<file path="src/rtl/univ_shift_reg.sv">
// Universal WIDTH-bit shift register: hold, shift, rotate, arithmetic shift, load and clear,
// with a saturating count of shift ops since the last parallel load.
module univ_shift_reg #(
    parameter int unsigned     WIDTH   = 8,
    parameter logic [WIDTH-1:0] RST_VAL = '0
) (
    input  logic                         clk,
    input  logic                         rst,
    input  logic                         en,
    input  logic [2:0]                   mode,
    input  logic                         sin_l,
    input  logic                         sin_r,
    input  logic [WIDTH-1:0]             d,
    output logic [WIDTH-1:0]             q,
    output logic                         sout_l,
    output logic                         sout_r,
    output logic [$clog2(WIDTH+1)-1:0]   bit_cnt,
    output logic                         drained
);

    localparam int unsigned CNT_W = $clog2(WIDTH + 1);
    localparam logic [CNT_W-1:0] CNT_FULL = CNT_W'(WIDTH);

    localparam logic [2:0] MODE_HOLD = 3'b000;
    localparam logic [2:0] MODE_SHL  = 3'b001;
    localparam logic [2:0] MODE_SHR  = 3'b010;
    localparam logic [2:0] MODE_ROL  = 3'b011;
    localparam logic [2:0] MODE_ROR  = 3'b100;
    localparam logic [2:0] MODE_LOAD = 3'b101;
    localparam logic [2:0] MODE_CLR  = 3'b110;
    localparam logic [2:0] MODE_ASR  = 3'b111;

    logic [WIDTH-1:0] q_q, q_d;
    logic [CNT_W-1:0] cnt_q, cnt_d;
    logic             drained_q, drained_d;
    logic [CNT_W-1:0] cnt_inc;

    // Shift-type ops advance the count until the loaded word has fully left
    assign cnt_inc = (cnt_q < CNT_FULL) ? cnt_q + CNT_W'(1) : cnt_q;

    always_comb begin
        q_d   = q_q;
        cnt_d = cnt_q;
        if (en) begin
            case (mode)
                MODE_HOLD: begin
                    q_d   = q_q;
                    cnt_d = cnt_q;
                end
                MODE_SHL: begin
                    q_d   = {q_q[WIDTH-2:0], sin_l};
                    cnt_d = cnt_inc;
                end
                MODE_SHR: begin
                    q_d   = {sin_r, q_q[WIDTH-1:1]};
                    cnt_d = cnt_inc;
                end
                MODE_ROL: begin
                    q_d   = {q_q[WIDTH-2:0], q_q[WIDTH-1]};
                    cnt_d = cnt_inc;
                end
                MODE_ROR: begin
                    q_d   = {q_q[0], q_q[WIDTH-1:1]};
                    cnt_d = cnt_inc;
                end
                MODE_LOAD: begin
                    q_d   = d;
                    cnt_d = '0;
                end
                MODE_CLR: begin
                    q_d   = '0;
                    cnt_d = CNT_FULL;
                end
                MODE_ASR: begin
                    q_d   = {q_q[WIDTH-1], q_q[WIDTH-1:1]};
                    cnt_d = cnt_inc;
                end
                default: begin
                    q_d   = q_q;
                    cnt_d = cnt_q;
                end
            endcase
        end
        drained_d = (cnt_d == CNT_FULL);
    end

    // Reset leaves the register looking empty until the next load
    always_ff @(posedge clk or posedge rst) begin
        if (rst) begin
            q_q       <= RST_VAL;
            cnt_q     <= CNT_FULL;
            drained_q <= 1'b1;
        end else begin
            q_q       <= q_d;
            cnt_q     <= cnt_d;
            drained_q <= drained_d;
        end
    end

    assign q       = q_q;
    assign bit_cnt = cnt_q;
    assign drained = drained_q;
    assign sout_l  = q_q[WIDTH-1];
    assign sout_r  = q_q[0];

endmodule

</file>
<file path="config.mk">
export PLATFORM = sky130hd
export DESIGN_NAME = univ_shift_reg
export DESIGN_NICKNAME = d
export VERILOG_FILES = /design/src/rtl/univ_shift_reg.sv
export SDC_FILE = /design/constraint.sdc
export NUM_CORES = 1
export LEC_CHECK = 0
export ABC_AREA = 1
export CAP_MARGIN = 20
export CELL_PAD_IN_SITES_DETAIL_PLACEMENT = 1
export CELL_PAD_IN_SITES_GLOBAL_PLACEMENT = 1
export CORE_ASPECT_RATIO = 0.8
export CORE_MARGIN = 2
export CORE_UTILIZATION = 34
export CTS_CLUSTER_DIAMETER = 50
export CTS_CLUSTER_SIZE = 40
export DETAILED_ROUTE_END_ITERATION = 16
export GPL_TIMING_DRIVEN = 1
export PLACE_DENSITY_LB_ADDON = 0.1
export SLEW_MARGIN = 20
export SYNTH_ARGS = -nofsm -noshare
export SYNTH_HDL_FRONTEND = slang
export SYNTH_SLANG_ARGS = --single-unit
</file>
<file path="constraint.sdc">
create_clock -name clk -period 2 [get_ports clk]
set_input_delay 0.4 -clock clk [delete_from_list [all_inputs] [get_ports clk]]
set_output_delay 0.4 -clock clk [all_outputs]
set_load 0.03 [all_outputs]
</file>
==> results_dict.tcl <==
set metrics [dict create \
    status "complete, no violations" \
    drive_above_1_share 0.143 \
    nNetsFinal 172 \
    placed_area_sq_um 1230 \
    rsz0062_at_grt "false" \
    cts_tree "done" \
    antenna_found_initial 0 \
    max_cap_viol_count 0 \
    min_path_type "in -> async" \
    ctsHoldBuffers 0 \
    setup_ws_ps 103 \
    core.rowCount 16 \
    slowest_delay_ps 660 \
    cp_max_fo 3 \
    cts_max_level 1 \
    synth_seq_area_share 0.355 \
    wl_per_cell_um 13.6 \
    dieArea_sq_um 3150 \
    period_needed_ps 1900 \
    gr-total-overflow 0 \
    ys.warnings.count 0 \
    fin_crit_sh 0.948 \
    cts-root-buf "clkbuf_4" \
    cts.path.max_buffers 2 \
    drcViolationCount 0 \
    syn_to_final_growth_pct 35.8 \
    place.gp.congestion 0.833 \
    arrival_ps 1500 \
    worst_skew_pair.late_latency_ps 280 \
    core_sq_um 2500 \
    vias 936 \
    vias_per_cell 4.93 \
    critPathRequiredTime_ps 1600 \
    hold_viol 0 \
    power.density_nw_per_um2 891 \
    wl_um 2590 \
    chipHeight_um 50.6 \
    dp_hpwl_um 2070 \
    fillerInstances 325 \
    vdd_drop_max_v 0.000516 \
    drt-pass1-iter-count 4 \
    r2r_cells 8 \
    worst_clock_skew_ps 8.76 \
    syn_avg_cell_area_sq_um 7.44 \
    r2r_slack_ps 740 \
    slew_viol_final 0 \
    chipWidth_um 62.2 \
    final_core_util 0.501 \
    fin_setup_tns_ps 0 \
    cp_cell_sequence "clkdlybuf4s50_1" \
    io_buffers 30 \
    critPathTopFamily "buffers and inverters" \
    grt_pass1_vias 1002 \
    power_leakage_nw 0.592 \
    critPathKind "reg -> out" \
    endpoint_kind "output pin" \
    critPathSlowestCell "clkdlybuf4s50_1" \
    final_area_sq_um 1250 \
    drt-initial-drc-count 38 \
    start_util 0.368 \
    cts_resized 0 \
    cts_inserted_buffers 3 \
    clk_pin_slew_ps 90 \
    post-cts-setup-buffers 0 \
    critical_path_buf_inv_count 1 \
    syn_area_sq_um 922 \
    grt_usage 0.186 \
    synth_cells 124 \
    crit_path_start_kind "register" \
    reg2reg_to "drained" \
    r2r_start "bit_cnt[0]" \
    slew-limit-headroom 0.630 \
    preCtsSetupSlack_ps 87.9 \
    n_antenna_cell 0 \
    syn_nets 141 \
    setup_viol 0 \
    worstMarginPinSlew_ps 555 \
    grt_max_degree 14 \
    grt_pass1_wl_um 4630 \
    yosysUniqueCellTypes 24 \
    synth_seq_cells 13 \
    cts_sinks 13 \
    whs_ps 460 \
    max_freq_mhz 527 \
    io_pins 31 \
    drtAntennaViolNets 0 \
]
[routing by layer]
layer  global-route usage  share of wire  up-vias
li1                     -              -      459
met1                0.256           0.50      449
met2                0.290           0.43       26
met3               0.0605          0.063        2
met4               0.0296         0.0039        0
met5                    0              0        -
[power breakdown]
group	internal, mW	switching [mW]
clock network	0.0774	0.0951
registers	0.331	0.0747
logic	0.220	0.318
total	0.629	0.488
[worst max path at each step]
stage,start,endpoint,slack [ps],depth (start not counted)
global route,bit_cnt[3],bit_cnt[3],50,1
finish,bit_cnt[3],bit_cnt[3],100,1
detailed placement,mode[2],q[1],90,8
global placement,mode[2],bit_cnt[3],100,6
floorplan,mode[1],q[7],710,7
CTS,bit_cnt[3],bit_cnt[3],80,1
[cell type report]
cell class	instances	area, sq um	area share
flip-flops and latches	13	328	0.262
repair buffers	31	308	0.246
inverters	22	82.6	0.0659
well taps	36	45.0	0.0360
clock buffers	4	26.3	0.0210
multi-input cells	84	463	0.370
[layout by cell type, fill, tap and decap left out, drive strengths merged]
cell	instances
o21ai	7
buf	1
nand4	5
nand3b	1
o22a	1
nor3	1
nand3	22
dfrtp	11
clkdlybuf4s50	30
inv	22
a21boi	1
nor2	5
clkbuf	4
dfstp	2
ha	1
a21oi	7
nand2	33
[worst reg2reg max path, cell delays in order (launching register included)]
cell and delay [ps]:
dfrtp_1 430, ha_1 180, inv_1 40, nor2_1 140, nand3_1 110, nand2_1 80, nand3_1 100, nand3_1 100
nor2_1 40
[through the flow]
step	power, mW	std cells
finish	1.12	190
global route	1.20	190
CTS	1.13	190
detailed placement	0.950	186
global placement	0.937	186
floorplan	0.731	124
[cells in the mapped netlist]
| cell | instances | area (sq um) |
|---|---|---|
| o21ai_1 | 6 | 30.0 |
| inv_2 | 3 | 11.3 |
| a21oi_2 | 6 | 52.6 |
| inv_1 | 19 | 71.3 |
| nor3_1 | 1 | 5.00 |
| buf_8 | 1 | 15.0 |
| nand3b_1 | 1 | 7.51 |
| buf_6 | 1 | 11.3 |
| ha_1 | 1 | 12.5 |
| o22a_1 | 1 | 8.76 |
| nand2_4 | 2 | 22.5 |
| nand4_1 | 5 | 31.3 |
| nor2_4 | 1 | 11.3 |
| nor2_1 | 3 | 11.3 |
| buf_4 | 3 | 22.5 |
| a21oi_4 | 1 | 16.3 |
| dfrtp_1 | 11 | 275 |
| nand3_1 | 21 | 105 |
| nand2_1 | 31 | 116 |
| a21boi_0 | 1 | 7.51 |
| nor2_2 | 1 | 6.26 |
| dfstp_2 | 2 | 52.6 |
| o21ai_2 | 1 | 8.76 |
| nand3_2 | 1 | 10.0 |
[kinds of logic (layout without fill, tap and decap cells)]
logic type | after synthesis | in the layout | share of synthesized area
AOI/OAI and AO/OA | 16 | 16 | 0.134
and+or+nand+nor | 67 | 67 | 0.354
buffers and inverters | 27 | 57 | 0.142
adders and majority gates | 1 | 1 | 0.0136
DFF | 13 | 13 | 0.355
[state kept, by name, summed over array words and instances, names as in the netlist]
name and flops:
bit_cnt 4, q 8, drained 1
No activity file was read; power rests on OpenSTA's default activity.
